--- src/rtl/cpu_pkg.sv ---
// Shared types for the simple CPU core: register index/word types and the operand-fetch state encoding.
package cpu_pkg;
    localparam int OPF_NUMREGS   = 32;
    localparam int OPF_DATAWIDTH = 32;
    localparam int OPF_REG_W     = $clog2(OPF_NUMREGS);

    typedef logic [OPF_REG_W-1:0]     reg_idx_t;
    typedef logic [OPF_DATAWIDTH-1:0] word_t;

    typedef enum logic [1:0] {
        IDLE = 2'd0,
        READ = 2'd1,
        HOLD = 2'd2
    } opf_state_e;

    localparam reg_idx_t REG_ZERO = '0;
endpackage

--- src/rtl/opf_scoreboard.sv ---
// Per-register busy scoreboard with combinational RAW hazard lookup for two sources.
// OPF_BYPASS_EN: a busy source being written back this cycle is not treated as a hazard.
module opf_scoreboard
    import cpu_pkg::*;
#(
    parameter int NUMREGS = OPF_NUMREGS
) (
    input  logic                       clk_i,
    input  logic                       rst_i,
    input  logic                       flush_i,
    input  logic                       set_i,
    input  logic [$clog2(NUMREGS)-1:0] set_idx_i,
    input  logic                       clr_i,
    input  logic [$clog2(NUMREGS)-1:0] clr_idx_i,
    input  logic [$clog2(NUMREGS)-1:0] rs1_i,
    input  logic                       use_rs1_i,
    input  logic [$clog2(NUMREGS)-1:0] rs2_i,
    input  logic                       use_rs2_i,
    output logic                       hazard_o
);
    localparam int AW = $clog2(NUMREGS);
    localparam logic [AW-1:0] RZERO = AW'(REG_ZERO);

    logic [NUMREGS-1:0] busy;
    logic               byp1, byp2;

`ifdef OPF_BYPASS_EN
    assign byp1 = clr_i & (clr_idx_i == rs1_i);
    assign byp2 = clr_i & (clr_idx_i == rs2_i);
`else
    assign byp1 = 1'b0;
    assign byp2 = 1'b0;
`endif

    assign hazard_o = (use_rs1_i & busy[rs1_i] & ~byp1) |
                      (use_rs2_i & busy[rs2_i] & ~byp2);

    // Set is written last so a new producer wins over a same-edge writeback.
    always_ff @(posedge clk_i or posedge rst_i) begin
        if (rst_i) begin
            busy <= '0;
        end else if (flush_i) begin
            busy <= '0;
        end else begin
            if (clr_i)
                busy[clr_idx_i] <= 1'b0;
            if (set_i && set_idx_i != RZERO)
                busy[set_idx_i] <= 1'b1;
        end
    end
endmodule

--- src/rtl/operand_fetch.sv ---
// Operand fetch: hazard-checked accept from decode, bank read, valid/ready hand-off to execute.
// Owns the bank write port for writeback. OPF_BYPASS_EN enables zero-stall writeback bypass.
module operand_fetch
    import cpu_pkg::*;
#(
    parameter int NUMREGS   = OPF_NUMREGS,
    parameter int DATAWIDTH = OPF_DATAWIDTH
) (
    input  logic                       clk_i,
    input  logic                       rst_i,
    input  logic                       flush_i,
    input  logic                       in_valid_i,
    output logic                       in_ready_o,
    input  logic [$clog2(NUMREGS)-1:0] in_rs1_i,
    input  logic [$clog2(NUMREGS)-1:0] in_rs2_i,
    input  logic                       in_use_rs1_i,
    input  logic                       in_use_rs2_i,
    input  logic [$clog2(NUMREGS)-1:0] in_rd_i,
    input  logic                       in_rd_we_i,
    output logic                       out_valid_o,
    input  logic                       out_ready_i,
    output logic [DATAWIDTH-1:0]       out_op_a_o,
    output logic [DATAWIDTH-1:0]       out_op_b_o,
    output logic [$clog2(NUMREGS)-1:0] out_rd_o,
    output logic                       out_rd_we_o,
    input  logic                       wb_valid_i,
    input  logic [$clog2(NUMREGS)-1:0] wb_addr_i,
    input  logic [DATAWIDTH-1:0]       wb_data_i,
    output logic                       rf_re_a_o,
    output logic [$clog2(NUMREGS)-1:0] rf_raddr_a_o,
    output logic                       rf_re_b_o,
    output logic [$clog2(NUMREGS)-1:0] rf_raddr_b_o,
    input  logic [DATAWIDTH-1:0]       rf_rdata_a_i,
    input  logic [DATAWIDTH-1:0]       rf_rdata_b_i,
    output logic                       rf_we_o,
    output logic [$clog2(NUMREGS)-1:0] rf_waddr_o,
    output logic [DATAWIDTH-1:0]       rf_wdata_o
);
    localparam int AW = $clog2(NUMREGS);

    opf_state_e    state;
    logic          hazard, slot_free, accept;
    logic          lat_use_a, lat_use_b, lat_rd_we;
    logic [AW-1:0] lat_rd;

    opf_scoreboard #(.NUMREGS(NUMREGS)) u_scoreboard (
        .clk_i     (clk_i),
        .rst_i     (rst_i),
        .flush_i   (flush_i),
        .set_i     (accept & in_rd_we_i),
        .set_idx_i (in_rd_i),
        .clr_i     (wb_valid_i),
        .clr_idx_i (wb_addr_i),
        .rs1_i     (in_rs1_i),
        .use_rs1_i (in_use_rs1_i),
        .rs2_i     (in_rs2_i),
        .use_rs2_i (in_use_rs2_i),
        .hazard_o  (hazard)
    );

    // A new instr may enter while idle, or while the held result is leaving this cycle.
    assign slot_free  = (state == IDLE) | ((state == HOLD) & out_ready_i);
    assign in_ready_o = ~flush_i & slot_free & ~hazard;
    assign accept     = in_valid_i & in_ready_o;

    assign rf_re_a_o    = accept & in_use_rs1_i;
    assign rf_raddr_a_o = in_rs1_i;
    assign rf_re_b_o    = accept & in_use_rs2_i;
    assign rf_raddr_b_o = in_rs2_i;

    assign rf_we_o    = wb_valid_i & (wb_addr_i != '0);
    assign rf_waddr_o = wb_addr_i;
    assign rf_wdata_o = wb_data_i;

    always_ff @(posedge clk_i or posedge rst_i) begin
        if (rst_i) begin
            state       <= IDLE;
            out_valid_o <= 1'b0;
            out_op_a_o  <= '0;
            out_op_b_o  <= '0;
            out_rd_o    <= '0;
            out_rd_we_o <= 1'b0;
            lat_use_a   <= 1'b0;
            lat_use_b   <= 1'b0;
            lat_rd      <= '0;
            lat_rd_we   <= 1'b0;
        end else if (flush_i) begin
            state       <= IDLE;
            out_valid_o <= 1'b0;
        end else begin
            if (accept) begin
                lat_use_a <= in_use_rs1_i;
                lat_use_b <= in_use_rs2_i;
                lat_rd    <= in_rd_i;
                lat_rd_we <= in_rd_we_i;
            end
            case (state)
                IDLE: begin
                    if (accept)
                        state <= READ;
                end
                READ: begin
                    out_op_a_o  <= lat_use_a ? rf_rdata_a_i : '0;
                    out_op_b_o  <= lat_use_b ? rf_rdata_b_i : '0;
                    out_rd_o    <= lat_rd;
                    out_rd_we_o <= lat_rd_we;
                    out_valid_o <= 1'b1;
                    state       <= HOLD;
                end
                HOLD: begin
                    if (out_ready_i) begin
                        out_valid_o <= 1'b0;
                        state       <= accept ? READ : IDLE;
                    end
                end
                default: state <= IDLE;
            endcase
        end
    end
endmodule

--- config.mk ---
export PLATFORM = sky130hd
export DESIGN_NAME = operand_fetch
export DESIGN_NICKNAME = d
export VERILOG_FILES = /design/src/rtl/cpu_pkg.sv /design/src/rtl/opf_scoreboard.sv /design/src/rtl/operand_fetch.sv
export SDC_FILE = /design/constraint.sdc
export NUM_CORES = 1
export LEC_CHECK = 0
export BUFFER_PORTS_ARGS = -buffer_cell sky130_fd_sc_hd__buf_4
export CAP_MARGIN = 30
export CORE_MARGIN = 2
export CORE_UTILIZATION = 30
export DETAILED_ROUTE_END_ITERATION = 8
export PLACE_DENSITY_LB_ADDON = 0.05
export SKIP_CTS_REPAIR_TIMING = 1
export SYNTH_ARGS = -nofsm -noshare
export SYNTH_HDL_FRONTEND = slang
export SYNTH_SLANG_ARGS = --single-unit
--- constraint.sdc ---
create_clock -name clk_i -period 4.32 [get_ports clk_i]
set_input_delay 0.432 -clock clk_i [delete_from_list [all_inputs] [get_ports clk_i]]
set_output_delay 0.432 -clock clk_i [all_outputs]
set_load 0.005 [all_outputs]
Word-level counts from Yosys, hierarchy flattened
Index checks and enable logic that the tools add are counted.
{"block": "totals", "reg_bits": 113, "input_bits": 125, "out_inout_bits": 122, "wordCells": 71}
{"block": "op_classes", "order_cmp": 6, "eq_ne": 4, "mux": 22, "bitwise_logic": 17, "reduce_logical": 11}
{"op": "$mux 32", "n": 6}
{"op": "$and 32x32->32", "n": 1}
{"op": "$not 32->32", "n": 1}
{"op": "$or 32x32->32", "n": 1}
{"op": "$lt 5x6->1 const B", "n": 4}
{"op": "$and 1x1->1", "n": 10}
{"op": "$bmux 1 s5", "n": 2}
{"op": "$demux 1 s5", "n": 2}
{"op": "$ge 5x1->1 const B", "n": 2}
{"op": "$reduce_bool 5->1", "n": 2}
{"op": "$reduce_and 2->1", "n": 4}
{"op": "$mux 1", "n": 7}
{"op": "$mux 2", "n": 3}
{"op": "$ne 3x3->1 const B", "n": 2}
{"op": "$pmux 2 s3", "n": 1}
{"op": "$logic_and 1x1->1", "n": 3}
{"op": "$reduce_bool 3->1", "n": 1}
{"op": "$eq 2x1->1 const B", "n": 1}
{"op": "$eq 2x2->1 const B", "n": 1}
{"op": "$logic_not 2->1", "n": 1}
{"op": "$not 1->1", "n": 2}
{"op": "$or 1x1->1", "n": 2}
{"op": "$pmux 1 s2", "n": 1}

Depth between registers and ports, before layout
{"block": "logic_depth", "word_depth": 11, "ltp_mapped": 8}

Modules after synthesis
From an unflattened synthesis, not the netlist that was laid out.
{"block": "unflattened", "hier_cells": 580, "hier_area_um2": 5662.9}
{"module": "operand_fetch", "n_inst": 1, "cells_each": 375, "area_each_um2": 3627.2, "seq_area_each_um2": 2026.9}
{"module": "opf_scoreboard", "n_inst": 1, "cells_each": 205, "area_each_um2": 2035.7, "seq_area_each_um2": 800.8}

Least setup slack after synthesis
Ideal clock, no wire load.
{"block": "synth_path", "path_kind": "input to output", "start": "in in_rs2_i[1]", "end": "out rf_re_a_o", "arrival_time_ns": 2.192, "t_required_ns": 3.888, "path_slack_ns": 1.696, "stages": 8, "cell_sequence": "buf_2 -> mux4_2 -> nor2b_1 -> nor4b_1 -> o41ai_2 -> o21ai_2 -> inv_1 -> and3_1"}
{"block": "synth_via", "elab_chain_len": 8}
{"item": "from (decl)", "line": "operand_fetch.sv:15", "text": "input logic [$clog2(NUMREGS)-1:0] in_rs2_i,"}
{"item": "$bmux 1 s5", "line": "opf_scoreboard.sv:36", "text": "(use_rs2_i & busy[rs2_i] & ~byp2);"}
{"item": "$mux 1 (not written as such)", "line": "opf_scoreboard.sv:36"}
{"item": "$and 1x1->1", "line": "opf_scoreboard.sv:36"}
{"item": "$or 1x1->1", "line": "opf_scoreboard.sv:35", "text": "assign hazard_o = (use_rs1_i & busy[rs1_i] & ~byp1) |"}
{"item": "$not 1->1", "line": "operand_fetch.sv:63", "text": "assign in_ready_o = ~flush_i & slot_free & ~hazard;"}
{"item": "$and 1x1->1", "line": "operand_fetch.sv:63"}
{"item": "named net in_ready_o", "line": "operand_fetch.sv:13", "text": "output logic in_ready_o,"}
{"item": "$and 1x1->1", "line": "operand_fetch.sv:64", "text": "assign accept = in_valid_i & in_ready_o;"}
{"item": "$and 1x1->1", "line": "operand_fetch.sv:66", "text": "assign rf_re_a_o = accept & in_use_rs1_i;"}
{"item": "to (decl)", "line": "operand_fetch.sv:29", "text": "output logic rf_re_a_o,"}
The timed path passes the listed nets, and every way through them passes these cells. The select of a mux whose other input is x is not followed.

Worst setup path after layout
{"block": "layout_path", "start": "reg u_scoreboard.busy[28]", "end": "out rf_re_b_o"}
{"block": "layout_via", "elab_chain_len": 8}
{"item": "from (decl)", "line": "opf_scoreboard.sv:24", "text": "logic [NUMREGS-1:0] busy;"}
{"item": "from (signal assigned)", "line": "opf_scoreboard.sv:41", "text": "busy <= '0;"}
{"item": "from (signal assigned)", "line": "opf_scoreboard.sv:43", "text": "busy <= '0;"}
{"item": "from (signal, indexed assignment)", "line": "opf_scoreboard.sv:46", "text": "busy[clr_idx_i] <= 1'b0;"}
{"item": "$bmux 1 s5, on equally long branches", "line": "opf_scoreboard.sv:35, opf_scoreboard.sv:36"}
{"item": "$mux 1, on equally long branches", "line": "opf_scoreboard.sv:35, opf_scoreboard.sv:36"}
{"item": "$and 1x1->1, on equally long branches", "line": "opf_scoreboard.sv:35, opf_scoreboard.sv:36"}
{"item": "$or 1x1->1 (*)", "line": "opf_scoreboard.sv:35"}
{"item": "$not 1->1 (*)", "line": "operand_fetch.sv:63"}
{"item": "$and 1x1->1 (*)", "line": "operand_fetch.sv:63"}
{"item": "$and 1x1->1 (*)", "line": "operand_fetch.sv:64"}
{"item": "$and 1x1->1 (*)", "line": "operand_fetch.sv:68", "text": "assign rf_re_b_o = accept & in_use_rs2_i;"}
{"item": "to (decl)", "line": "operand_fetch.sv:31", "text": "output logic rf_re_b_o,"}
Every way passes the cells marked *; elsewhere a longest branch is shown, timed or not. The select of a mux whose other input is x is not followed.

==> results by group <==
Clock network
  • Clock root buffer: clkbuf_16
  • H-tree levels: 4
  • Maximum root-to-sink buffer count: 2
  • Clk Latency, worst-skew pair: about 0.41 ns
  • CTS tree: built
  • Num CTS Buffers: 17
  • Clk sink count: between 100 and 150
  • Clock transition at path regs: 0.06 ns

Run status
  • Status: completed

Global route
  • Vias in the first global route: between 4000 and 5000
  • Total grt overflow: 0
  • Tot GR Track Use: 0.176
  • Initial antenna violation count: 0
  • First-pass GRT wire length: 28900 um
  • Largest net degree at the start of global routing: a little under 80

Synth
  • Yosys reg bits: around 110
  • Complex-gate fraction of the synthesized area: 0.152
  • Number of synthesized flops with an enable pin: 0
  • Synthesized area per cell: 9.69 um^2
  • Synthesis Warnings: 0
  • Largest family of logic cells by synthesized area: simple AND/OR/NAND/NOR gates
  • Mapped cell area: 0.00596 mm^2
  • Gate Count Post-Synth: 615
  • Asr flop ratio synth: 1.00
  • Post-Syn Nets: between 700 and 800
  • Register area share after synthesis: 0.475
  • Synth unique cells: 42
  • Post-Synth Adder-Cell Area: 0
  • Simple-Gate Fraction of Synth Area: 0.190
  • XOR/XNOR Fraction of Synth Area: 0
  • Post-synthesis mux area share: 0.0903
  • Top FF cell, synth: dfrtp_1

Finish
  • Most common cell after layout, fill and taps aside: buf_4
  • Storage cell area: 0.00283 mm^2
  • Multi-input gate area: 0.00258 mm^2
  • Layout Cells excl Fill: 1010
  • Filler Cells Inserted: 1960
  • Most frequent cells in the layout: buf_4, nand2_1, dfrtp_1
  • Fin area: 0.00784 mm^2
  • Layout cells sized above 1: 0.350
  • # diodes: 0
  • Layout overhead on the synthesized area: 31.5%
  • Nets@finish: 859

Floorplan
  • Num rows: slightly above 50
  • Die Area: 0.0210 mm^2
  • Starting Density: 0.306
  • Chip height: 145 um
  • Die Wd: 145 um
  • Core ar.: 0.0195 mm^2
  • # IOs: ~250

Setup path
  • Critical path data arrival time: 2.64 ns
  • Reg-to-reg slack, setup: roughly 1.7 ns
  • Critical-path cell list: mux4_2 -> o2111a_1 -> o41ai_2 -> o21ai_2 -> inv_1 -> and3_1 -> buf_4
  • Slowest-stage cell, CP: o41ai_2
  • Worst Path Required: 3.89 ns
  • Crit path max fanout: 3
  • CP Class: register to output pin
  • Startpoint type of the worst setup path: register
  • CP endpoint kind: output pin
  • R2R depth: 6
  • CP max stage delay: 0.51 ns
  • FF-to-FF End: u_scoreboard.busy[9]
  • R2r startpoint: u_scoreboard.busy[28]

Route
  • Drt total wl: 18400 um
  • First drt pass iteration count: 4
  • Antenna Nets Post-Route: 0
  • Met3 Wirelength: 1050 um
  • Met2 WL: 8730 um
  • Via Count: 4924
  • Number of vias per cell: 4.88
  • WL per Instance: 18.2 um
  • Wl on met1: ~8500 um
  • Drc violations: 0
  • Top sig layer: met4
  • Iter 0 DRT Violations: 290

Timing
  • Setup-failing EPs final: 0
  • Max-slew headroom: 0.463
  • Fin. max-slew vios: 0
  • Period utilisation layout: 0.712
  • Final worst slack: roughly 1.2 ns
  • Final Hold Fails: 0
  • Worst-Margin Slew: 0.803 ns
  • Clk_skew: 0.00783 ns
  • RSZ-0062 raised after global routing: false
  • Tmin final: 3.08 ns
  • Fmax: 325 MHz
  • Setup TNS Final: 0 ns

Pwr
  • Leakage Power: 0.00368 uW
  • Peak supply drop: 259 uV
  • Total design power: 3750 uW
  • P per Cell Area: 479 mW/mm^2

Hold path
  • Worst Hold Class: input pin to asynchronous set/reset pin

Place
  • Pre-CTS setup slack: 1.41 ns
  • DP Cell Count: 980
  • Port bufs: 182
  • DP Area: 0.00722 mm^2
  • Hpwl dp: 13400 um
  • Gpl congestion: about 0.80

Run
  • MaxCap Viol Count: 0
## routing by layer
metal | vias to the layer above | global-route usage
li1 | 2328 | -
met1 | 2418 | 0.235
met2 | 151 | 0.283
met3 | 27 | 0.0513
met4 | 0 | 0.0450
met5 | - | 0
## worst max-delay path by stage
stage,endpoint,startpoint,depth (start not counted)
2_1_floorplan,lat_rd[0],rst_i,1
3_3_place_gp,rf_re_a_o,in_rs2_i[1],9
3_5_place_dp,rf_re_b_o,in_rs2_i[1],9
4_1_cts,rf_re_b_o,u_scoreboard.busy[28],7
5_1_grt,rf_re_a_o,u_scoreboard.busy[6],8
6_report,rf_re_b_o,u_scoreboard.busy[28],7
## where the power goes
part	total (uW)	switching (uW)	internal, uW
Sequential	1420	138	1280
Clock	1480	490	987
Combinational	854	392	463
Total	3750	1020	2730
## synth_stat cells, drive strengths merged (2+ instances only)
| cell type | n | share of area |
|---|---|---|
| nor2b | 22 | 0.023 |
| dfrtp | 113 | 0.47 |
| buf | 55 | 0.069 |
| nand2b | 8 | 0.0084 |
| inv | 5 | 0.0032 |
| a21boi | 3 | 0.0038 |
| nor3b | 4 | 0.0050 |
| a22o | 2 | 0.0029 |
| mux4 | 10 | 0.038 |
| a21oi | 4 | 0.0034 |
| o21ai | 84 | 0.071 |
| mux2 | 15 | 0.029 |
| a2111oi | 2 | 0.0061 |
| nand3b | 24 | 0.030 |
| or2 | 5 | 0.0052 |
| mux2i | 14 | 0.024 |
| nor2 | 8 | 0.0050 |
| nand3 | 4 | 0.0034 |
| o41ai | 20 | 0.041 |
| nand2 | 150 | 0.094 |
| o31ai | 11 | 0.014 |
| nor3 | 3 | 0.0025 |
| and3 | 3 | 0.0032 |
| nor4b | 2 | 0.0029 |
| clkbuf | 33 | 0.021 |
## registers in the layout, summed over array words and instances (netlist names)
register / flops
state: 2
lat_rd_we: 1
lat_use_b: 1
lat_use_a: 1
lat_rd: 5
out_valid_o: 1
out_rd_o: 5
u_scoreboard.busy: 32
out_rd_we_o: 1
out_op_a_o: 32
out_op_b_o: 32
## metrics by stage
stage,hold WS (ns),utilization
6_report,0.0375,0.403
5_1_grt,0.0692,0.403
4_1_cts,0.0571,0.403
3_5_place_dp,0.473,0.371
3_3_place_gp,0.464,0.367
2_1_floorplan,0.473,-
## critical path: cells and delay by family (launching register included)
kind	cells	cell delay (ns)
DFF	1	0.43
AOI/OAI and AO/OA	3	0.95
and+or+nand+nor	1	0.17
buffers and inverters	2	0.23
muxes	1	0.47
## area by class of cell
| type | count | share of cell area |
|---|---|---|
| Sequential cell | 113 | 0.361 |
| Clock inverter | 10 | 0.0204 |
| Multi-Input combinational cell | 409 | 0.329 |
| Clock buffer | 20 | 0.0583 |
| Inverter | 5 | 0.00271 |
| Timing Repair Buffer | 188 | 0.186 |
| Tap cell | 265 | 0.0423 |
## logic make-up after synthesis
family | after synthesis
flip-flops | 113
AND/OR/NAND/NOR | 238
multiplexers | 39
buffers and inverters | 93
AO/OA/AOI/OAI | 132
Note: power is estimated with default switching activity, not from simulation.
